### src/rtl/mips_cpu_ifetch.sv
// Instruction-fetch reader: accepts a PC, issues one Avalon-MM word read, presents instr/pc to decode.
// Latency: 2 cycles from accept to instr_valid with no waitrequest. Backpressure: pc_ready low while busy or holding an unaccepted result.
// Optional IFETCH_STATS_EN adds saturating stat_fetches / stat_wait counters.
module mips_cpu_ifetch #(
  parameter logic [31:0] RESET_ADDR = 32'hBFC00000,
  parameter int unsigned DATA_W     = 32
) (
  input  logic              clk,
  input  logic              rst,
  input  logic [31:0]       pc_in,
  input  logic              pc_valid,
  output logic              pc_ready,
  input  logic              flush,
  output logic [31:0]       avm_address,
  output logic              avm_read,
  input  logic              avm_waitrequest,
  input  logic [DATA_W-1:0] avm_readdata,
  output logic [DATA_W-1:0] instr_out,
  output logic [31:0]       instr_pc,
  output logic              instr_err,
  output logic              instr_valid,
  input  logic              instr_ready
`ifdef IFETCH_STATS_EN
  ,
  output logic [31:0]       stat_fetches,
  output logic [31:0]       stat_wait
`endif
);

  typedef enum logic [1:0] {IDLE, BUS, HOLD, DISCARD} state_t;

  state_t state;
  logic   accept;

  assign pc_ready = !flush && (state == IDLE || (state == HOLD && instr_ready));
  assign accept   = pc_valid && pc_ready;

  always_ff @(posedge clk) begin
    if (rst) begin
      state       <= IDLE;
      avm_read    <= 1'b0;
      avm_address <= RESET_ADDR;
      instr_valid <= 1'b0;
      instr_out   <= '0;
      instr_pc    <= '0;
      instr_err   <= 1'b0;
    end else begin
      case (state)
        IDLE, HOLD: begin
          if (state == HOLD && flush) begin
            state       <= IDLE;
            instr_valid <= 1'b0;
          end else if (accept) begin
            instr_pc <= pc_in;
            if (pc_in[1:0] == 2'b00) begin
              state       <= BUS;
              avm_read    <= 1'b1;
              avm_address <= pc_in;
              instr_valid <= 1'b0;
            end else begin
              // Misaligned PC is reported as a fetch error without touching the bus.
              state       <= HOLD;
              instr_out   <= '0;
              instr_err   <= 1'b1;
              instr_valid <= 1'b1;
            end
          end else if (state == HOLD && instr_ready) begin
            state       <= IDLE;
            instr_valid <= 1'b0;
          end
        end
        BUS: begin
          if (!avm_waitrequest) begin
            avm_read <= 1'b0;
            if (flush) begin
              state <= IDLE;
            end else begin
              state       <= HOLD;
              instr_out   <= avm_readdata;
              instr_err   <= 1'b0;
              instr_valid <= 1'b1;
            end
          end else if (flush) begin
            // The read cannot be withdrawn mid-wait; finish it and drop the data.
            state <= DISCARD;
          end
        end
        DISCARD: begin
          if (!avm_waitrequest) begin
            avm_read <= 1'b0;
            state    <= IDLE;
          end
        end
        default: state <= IDLE;
      endcase
    end
  end

`ifdef IFETCH_STATS_EN
  always_ff @(posedge clk) begin
    if (rst) begin
      stat_fetches <= '0;
      stat_wait    <= '0;
    end else begin
      if (state == BUS && !avm_waitrequest && !flush && stat_fetches != 32'hFFFFFFFF)
        stat_fetches <= stat_fetches + 32'd1;
      if (avm_read && avm_waitrequest && stat_wait != 32'hFFFFFFFF)
        stat_wait <= stat_wait + 32'd1;
    end
  end
`endif

endmodule

### config.mk
export PLATFORM = sky130hd
export DESIGN_NAME = mips_cpu_ifetch
export DESIGN_NICKNAME = d
export VERILOG_FILES = /design/src/rtl/mips_cpu_ifetch.sv
export SDC_FILE = /design/constraint.sdc
export NUM_CORES = 1
export LEC_CHECK = 0
export ABC_AREA = 1
export BUFFER_PORTS_ARGS = -buffer_cell sky130_fd_sc_hd__buf_2
export CAP_MARGIN = 20
export CORE_ASPECT_RATIO = 0.7
export CORE_UTILIZATION = 51
export DETAILED_ROUTE_END_ITERATION = 7
export HOLD_SLACK_MARGIN = 0.06
export MAX_ROUTING_LAYER = met4
export PLACE_DENSITY = 0.82
export SYNTH_ARGS = -nofsm -noshare
export SYNTH_HDL_FRONTEND = slang
export SYNTH_SLANG_ARGS = --single-unit
export TNS_END_PERCENT = 30
### constraint.sdc
create_clock -name clk -period 2.7 [get_ports clk]
set_input_delay 0.54 -clock clk [delete_from_list [all_inputs] [get_ports clk]]
set_output_delay 0.54 -clock clk [all_outputs]
set_load 0.03 [all_outputs]
==> reports/results.env, run 1 <==
POWER.SHARE.SEQUENTIAL_PCT=52.4
YS.FLOP_TYPE='dfxtp_1'
CLOCK_TREE.ROOT_CELL='clkbuf_8'
IOPINCOUNT=170
R2R-START='state[1]'
MULTIINPUTGATEAREA_UM2=1570
FIRST_ITER_VIOLATIONS=250
INITIAL_UTILIZATION_PCT=53.1
CRITICAL_PATH_REQUIRED_NS=2.92
POWER.DENSITY_nW_PER_UM2=609
SYNTH-ASYNC-RESET-RATIO_PCT=0
DIE_HEIGHT_UM=75.0
NET-SWITCHING-POWER_uW=878
DPL.HPWL_UM=7210
LAYOUT.CELLS.MOST_COMMON='buf_2'
GRT_FIRST_PASS_WIRELENGTH_UM=15900
POSTSYNTHAREAPERCELL_UM2=7.22
DRV_SLEW=0
FINAL_MIN_PERIOD_OVER_CLOCK_PERIOD_PCT=76.4
GLOBALROUTE.TOTALOVERFLOW=0
CTS.SINKS=101
PWR-SHARE-CLK_PCT=32.0
WORST_PIN_SLEW_NS=0.719
GRT_MAX_DEGREE=59
POST_SYNTHESIS_NET_COUNT=608
GP_CONGESTION=0.891
CRITICAL_PATH_ARRIVAL_NS=2.28
START_KIND='register'
PORT-BUFFER-COUNT=169
RELSLEWSLACK_PCT=52.0
TRITONCTS='done'
FILLERS=653
NUMBER_OF_GLOBAL_ROUTE_VIAS_BEFORE_REPAIR=3437
POWER.SHARE.SWITCHING_PCT=29.1
ROWS=26
SEQ_AREA_UM2=2020
COMMONEST_NON_FILL_NON_TAP_CELLS_IN_THE_LAYOUT='buf_2 (169), nand2_1 (139), dfxtp_1 (101)'
POST_DRT_VIA_CELL_RATIO=5.09
CRITICALPATHCATEGORY='reg2reg'
NUMBER_OF_CELLS_TRAVERSED_BY_THE_WORST_HOLD_PATH=3
WORST_HOLD_STARTPOINT='pc_in[27]'
IR_WORST_VDD_mV=0.461
DRC_ERRORS=0
FIN_SETUP_TNS_NS=0
FINAL_WORST_CLOCK_SKEW_NS=0.00716
DRT.ANTENNA.VIOLATING_NETS=0
P_LEAK_uW=0.00250
PLACED_CELLS_INCL_TAPS=777
CRITICAL_PATH.ENDPOINT_TYPE='register'
SYNTH_ENABLE_FLOP_CELLS=0
CORE_AREA_UM2=7320
MAXIMUM_NET_FANOUT_ON_THE_CRITICAL_PATH=26
TIMING.FMAX_MHz=485
SEQUENTIAL_SHARE_OF_THE_SYNTHESIZED_AREA_PCT=52.0
CRIT_PATH_START='state[1]'
CELL_INTERNAL_PWR_uW=2140
CTS.REPAIR.RESIZED=0
SYN_INST=538
MAX_CAP_VIOLS=0
LAYOUTNONFILLERINSTCOUNT=792
CTS.CLK_SLEW.WORST_PATHS_NS=0.10
CTS.PATH.MAX_BUFFERS=2
YS_FF_LATCH=101
FINALNETCOUNT=760
MIN_PERIOD_NS=2.06
CTS_MAX_LEVEL=3
POWER_FRAC_COMB_PCT=15.6
FF2FF_PATH_DEPTH=7
DRIVE_GT1_SHARE_PCT=29.1
FIRST_PASS_ITERS=5
CLOCK_LATENCY_NS=0.36
CTSHOLDBUFFERS=0
SETUP_REPAIR_AFTER_GLOBAL_ROUTING_MISSED_ITS_MARGIN='no'
CTS_POST_SETUP_BUFFERS_INSERTED=0
SYNTHTOLAYOUTAREAGROWTH_PCT=27.5
OUTCOME='finished, final reports clean'
DIODES=0
FINALHOLDWORSTSLACK_NS=0.416
CHIPWIDTH_UM=106
HOLD_VIOL_FINAL=0
NETLIST_AREA_UM2=3890
GR-USAGE-ALL-LAYERS_PCT=26.0
NUM_CTS_BUFFERS=9
NETLIST-CELL-TYPE-COUNT=18
ROUTED_WL_UM=10400
GRT_ANTENNA_BEFORE_REPAIR=0
NUMBER_OF_SETUP_VIOLATIONS_IN_THE_FINAL_REPORT=0
DIEAREA_UM2=7980
SYNTH-WARNING-COUNT=0
WORST_HOLD_PATH_TYPE='in2reg'
DETAILROUTE.VIA_COUNT=4033
DETAIL_ROUTE.WL_PER_CELL_UM=13.1
## worst max-delay path, cell delays in order (launching register included)
cell	delay [ns]
dfxtp_1	0.49
inv_2	0.09
nand3_1	0.10
nand2_1	0.07
nor2_2	0.47
nand2_2	0.45
nand2_1	0.17
a21oi_1	0.07
## synthesized netlist by cell type, types with 3 or more instances
library cell	n	area share, %
a21oi_1	67	8.6
buf_2	9	1.2
clkbuf_1	23	2.2
dfxtp_1	101	52
inv_1	33	3.2
inv_2	5	0.48
nand2_1	139	13
nand3_1	43	5.5
nor2_1	80	7.7
o211ai_1	3	0.58
o21ai_0	26	3.3
## state kept, by name (all words and copies together), names as in the netlist
signal,flops
instr_pc,32
instr_valid,1
avm_address,32
instr_err,1
avm_read,1
instr_out,32
state,2
## final cells by class
class	count	share of cell area, %
clock buffer	10	2.78
timing repair buffer	176	18.1
sequential	101	40.8
clock inverter	5	1.24
multi-input combinational	364	31.7
inverter	38	2.88
tap	98	2.47
## kinds of logic (layout without fill, tap and decap cells)
family	after synthesis	in the layout	share of synthesized area, %
compound gates	96	96	12.6
buf+inv	73	229	7.53
flops	101	101	52.0
simple gates	268	268	27.9
## stage by stage
stage / power, uW / worst slack (ns) / cell area [um2] / util [%]
after global placement: 2070 / 0.632 / 4760 / 65.0
after global routing: 3140 / 0.414 / 4960 / 67.7
after floorplan: 1920 / 1.16 / 3890 / -
after CTS: 3030 / 0.659 / 4960 / 67.7
after detailed placement: 2080 / 0.520 / 4760 / 65.0
final: 3020 / 0.637 / 4960 / 67.7
## final timing paths
path / slack (ns) / to
min: 0.42 / avm_address[27]
min reg2reg: 0.44 / avm_address[0]
max: 0.64 / instr_out[3]
max reg2reg: 0.64 / instr_out[3]
## metal layers
layer	vias to the layer above	part of all wire (%)	global-route usage, %	wire (um)
li1	1999	-	-	-
met4	0	1.4	7.56	141
met3	13	6.8	5.89	705
met2	159	46	41.7	4730
met5	-	0	-	0
met1	1862	46	33.2	4770
## power groups by stage
stage / clock network, uW / registers [uW] / logic, uW
after global placement: 0 / 1610 / 458
after global routing: 1040 / 1590 / 512
after detailed placement: 0 / 1620 / 468
final: 965 / 1580 / 469
after CTS: 978 / 1580 / 470
after floorplan: 0 / 1720 / 197
Note: power is estimated with default switching activity, not from simulation.
==> run 2: changes to the inputs <==
- CORE_UTILIZATION: 51 -> 47
- PLACE_DENSITY: 0.82 -> 0.76
- clock period: 2.7 -> 2 ns (I/O delays scaled with it)
==> run 2 against run 1 <==
  * Core utilization is 3.5 points lower
  * Via count is 2.1% lower
  * Combinational power increased by 37%
  * Hold slack worse by 0.12 ns
  * Sequential share of layout area fell by 1.1 points
  * Count of clock-buffer cells in the layout unchanged
  * Setup slack worse by 0.28 ns
  * Wire length shrank 0.79%
==> reports/results.env, run 2 (synthesis results as in run 1) <==
P_LEAK_uW=0.00257  # +2.9%
DPL_WORST_SLACK_NS=0.248  # -0.273 ns
DIEAREA_UM2=8640  # +8.3%
DETAIL_ROUTE.WL_PER_CELL_UM=12.9  # -1.5%
WORST_HOLD_PATH_TYPE='in2reg'
GP_CONGESTION=0.827  # -7.2%
R2R_END='instr_err'
CLOCK_TREE.ROOT_CELL='clkbuf_16'
TIMING.REG2REG.SETUP_SLACK_NS=0.36  # -0.28 ns
DIODES=0  # unchanged
NUMBER_OF_SETUP_VIOLATIONS_IN_THE_FINAL_REPORT=0  # unchanged
DRIVE_GT1_SHARE_PCT=29.4  # +0.31 points
CRITICAL_PATH.ENDPOINT_TYPE='register'
GR-USAGE-ALL-LAYERS_PCT=24.4  # -1.6 points
DETAILROUTE.VIA_COUNT=3950  # -2.1%
IR_WORST_VDD_mV=0.474  # +2.8%
MIN_PERIOD_NS=1.64  # -0.419 ns
CRITICAL_PATH_REQUIRED_NS=2.25  # -0.67 ns
CLOCK_LATENCY_NS=0.33  # -0.03 ns
TIMING.FMAX_MHz=608  # +25%
COMMONEST_NON_FILL_NON_TAP_CELLS_IN_THE_LAYOUT='buf_2 (169), nand2_1 (139), dfxtp_1 (101)'
CTS.CLK_SLEW.WORST_PATHS_NS=0.07  # -0.03 ns
NUMBER_OF_CELLS_TRAVERSED_BY_THE_WORST_HOLD_PATH=3  # unchanged
ROWS=27  # +3.8%
CTS_MAX_LEVEL=3  # unchanged
FINALHOLDWORSTSLACK_NS=0.293  # -0.123 ns
INITIAL_UTILIZATION_PCT=49.0  # -4.1 points
SYNTHTOLAYOUTAREAGROWTH_PCT=31.1
CRITICALPATHCATEGORY='reg2reg'
START_KIND='register'
CTS_POST_SETUP_BUFFERS_INSERTED=0  # unchanged
CTSHOLDBUFFERS=0  # unchanged
OUTCOME='finished, final reports clean'
CTS.SINKS=101  # unchanged
DRT.ANTENNA.VIOLATING_NETS=0  # unchanged
ROUTED_WL_UM=10300  # -0.79%
MAXIMUM_NET_FANOUT_ON_THE_CRITICAL_PATH=26  # unchanged
FINALNETCOUNT=762  # +0.26%
DIE_HEIGHT_UM=78.1  # +4.1%
FIN_SETUP_TNS_NS=0  # unchanged
GLOBALROUTE.TOTALOVERFLOW=0  # unchanged
DPL.HPWL_UM=7080  # -1.8%
CRITICAL_PATH_ARRIVAL_NS=1.90  # -0.38 ns
GRT_FIRST_PASS_WIRELENGTH_UM=16700  # +4.8%
CHIPWIDTH_UM=111  # +4.1%
NUMBER_OF_GLOBAL_ROUTE_VIAS_BEFORE_REPAIR=3581  # +4.2%
POWER.DENSITY_nW_PER_UM2=874  # +44%
FF2FF_PATH_DEPTH=6  # -1
DRV_SLEW=0  # unchanged
SETUP_REPAIR_AFTER_GLOBAL_ROUTING_MISSED_ITS_MARGIN='no'
FIRST_ITER_VIOLATIONS=308  # +23%
FILLERS=738  # +13%
POST_DRT_VIA_CELL_RATIO=4.95  # -2.8%
GRT_MAX_DEGREE=59  # unchanged
GRT_ANTENNA_BEFORE_REPAIR=0  # unchanged
DRC_ERRORS=0  # unchanged
WORST_PIN_SLEW_NS=0.618  # -0.101 ns
IOPINCOUNT=170  # unchanged
LAYOUT.CELLS.MOST_COMMON='buf_2'
LARGEST_REGISTERS='avm_address (32), instr_out (32), instr_pc (32)'
FINAL_WORST_CLOCK_SKEW_NS=0.00923  # +0.00207 ns
MAX_CAP_VIOLS=0  # unchanged
HOLD_END='avm_address[22]'
PORT-BUFFER-COUNT=169  # unchanged
CTS.PATH.MAX_BUFFERS=2  # unchanged
FINAL_MIN_PERIOD_OVER_CLOCK_PERIOD_PCT=82.2  # +5.8 points
WORST_HOLD_STARTPOINT='pc_in[22]'
FINISH.UTILIZATION_PCT=64.2  # -3.5 points
HOLD_VIOL_FINAL=0  # unchanged
MINIMUM_SETUP_SLACK_IN_THE_FINAL_DESIGN_NS=0.355  # -0.281 ns
NUM_CTS_BUFFERS=9  # unchanged
CTS.REPAIR.RESIZED=0  # unchanged
R2R-START='state[1]'
TRITONCTS='done'
FIRST_PASS_ITERS=4  # -1
RELSLEWSLACK_PCT=58.8  # +6.8 points
CORE_AREA_UM2=7940  # +8.5%
-- run 2: worst max-delay path by stage --
stage                   from               to  slack [ns]  cells after the start
floorplan              flush  avm_address[29]        0.60                      7
global placement       flush    instr_out[14]        0.32                      7
detailed placement     flush        instr_err        0.25                      7
CTS                 state[1]        instr_err        0.34                      6
global route        state[1]     instr_out[9]        0.18                      6
finish              state[1]        instr_err        0.36                      6
-- run 2: worst max-delay path, cell delays in order, from the launching register on --
cell and delay [ns]:
dfxtp_1 0.49, nand2_1 0.13, nand3_2 0.15, nand2_1 0.13, nand2_2 0.38, nand2_1 0.11, a21oi_1 0.15
-- run 2: routing by layer --
metal  track usage [%]  routed length [um]  vias up
met5                 -                   0        -
met4              4.13                  50        0
met3              7.03                 687        6
met2              40.7                4790      145
met1              30.0                4740     1792
li1                  -                   -     2007
-- run 2: layout make-up --
class	count	area [um2]	share of cell area, %
clock buffer	10	239	4.69
clock inverter	6	56.3	1.10
inverter	38	143	2.80
multi-input combinational	364	1570	30.8
sequential	101	2020	39.7
tap	101	126	2.48
timing repair buffer	178	938	18.4
-- run 2: power by group --
part	switching, uW	internal (uW)	leakage [uW]
sequential	45.4	2090	0.000821
clock	777	900	0.000146
combinational	441	202	0.00161
-- run 2: metrics by stage --
step	power (uW)	instance area (um2)	std cells
6_report	4460	5100	798
5_1_grt	4660	5100	798
4_1_cts	4490	5100	798
3_5_place_dp	2820	4800	782
3_3_place_gp	2810	4800	782
2_1_floorplan	2590	3890	538
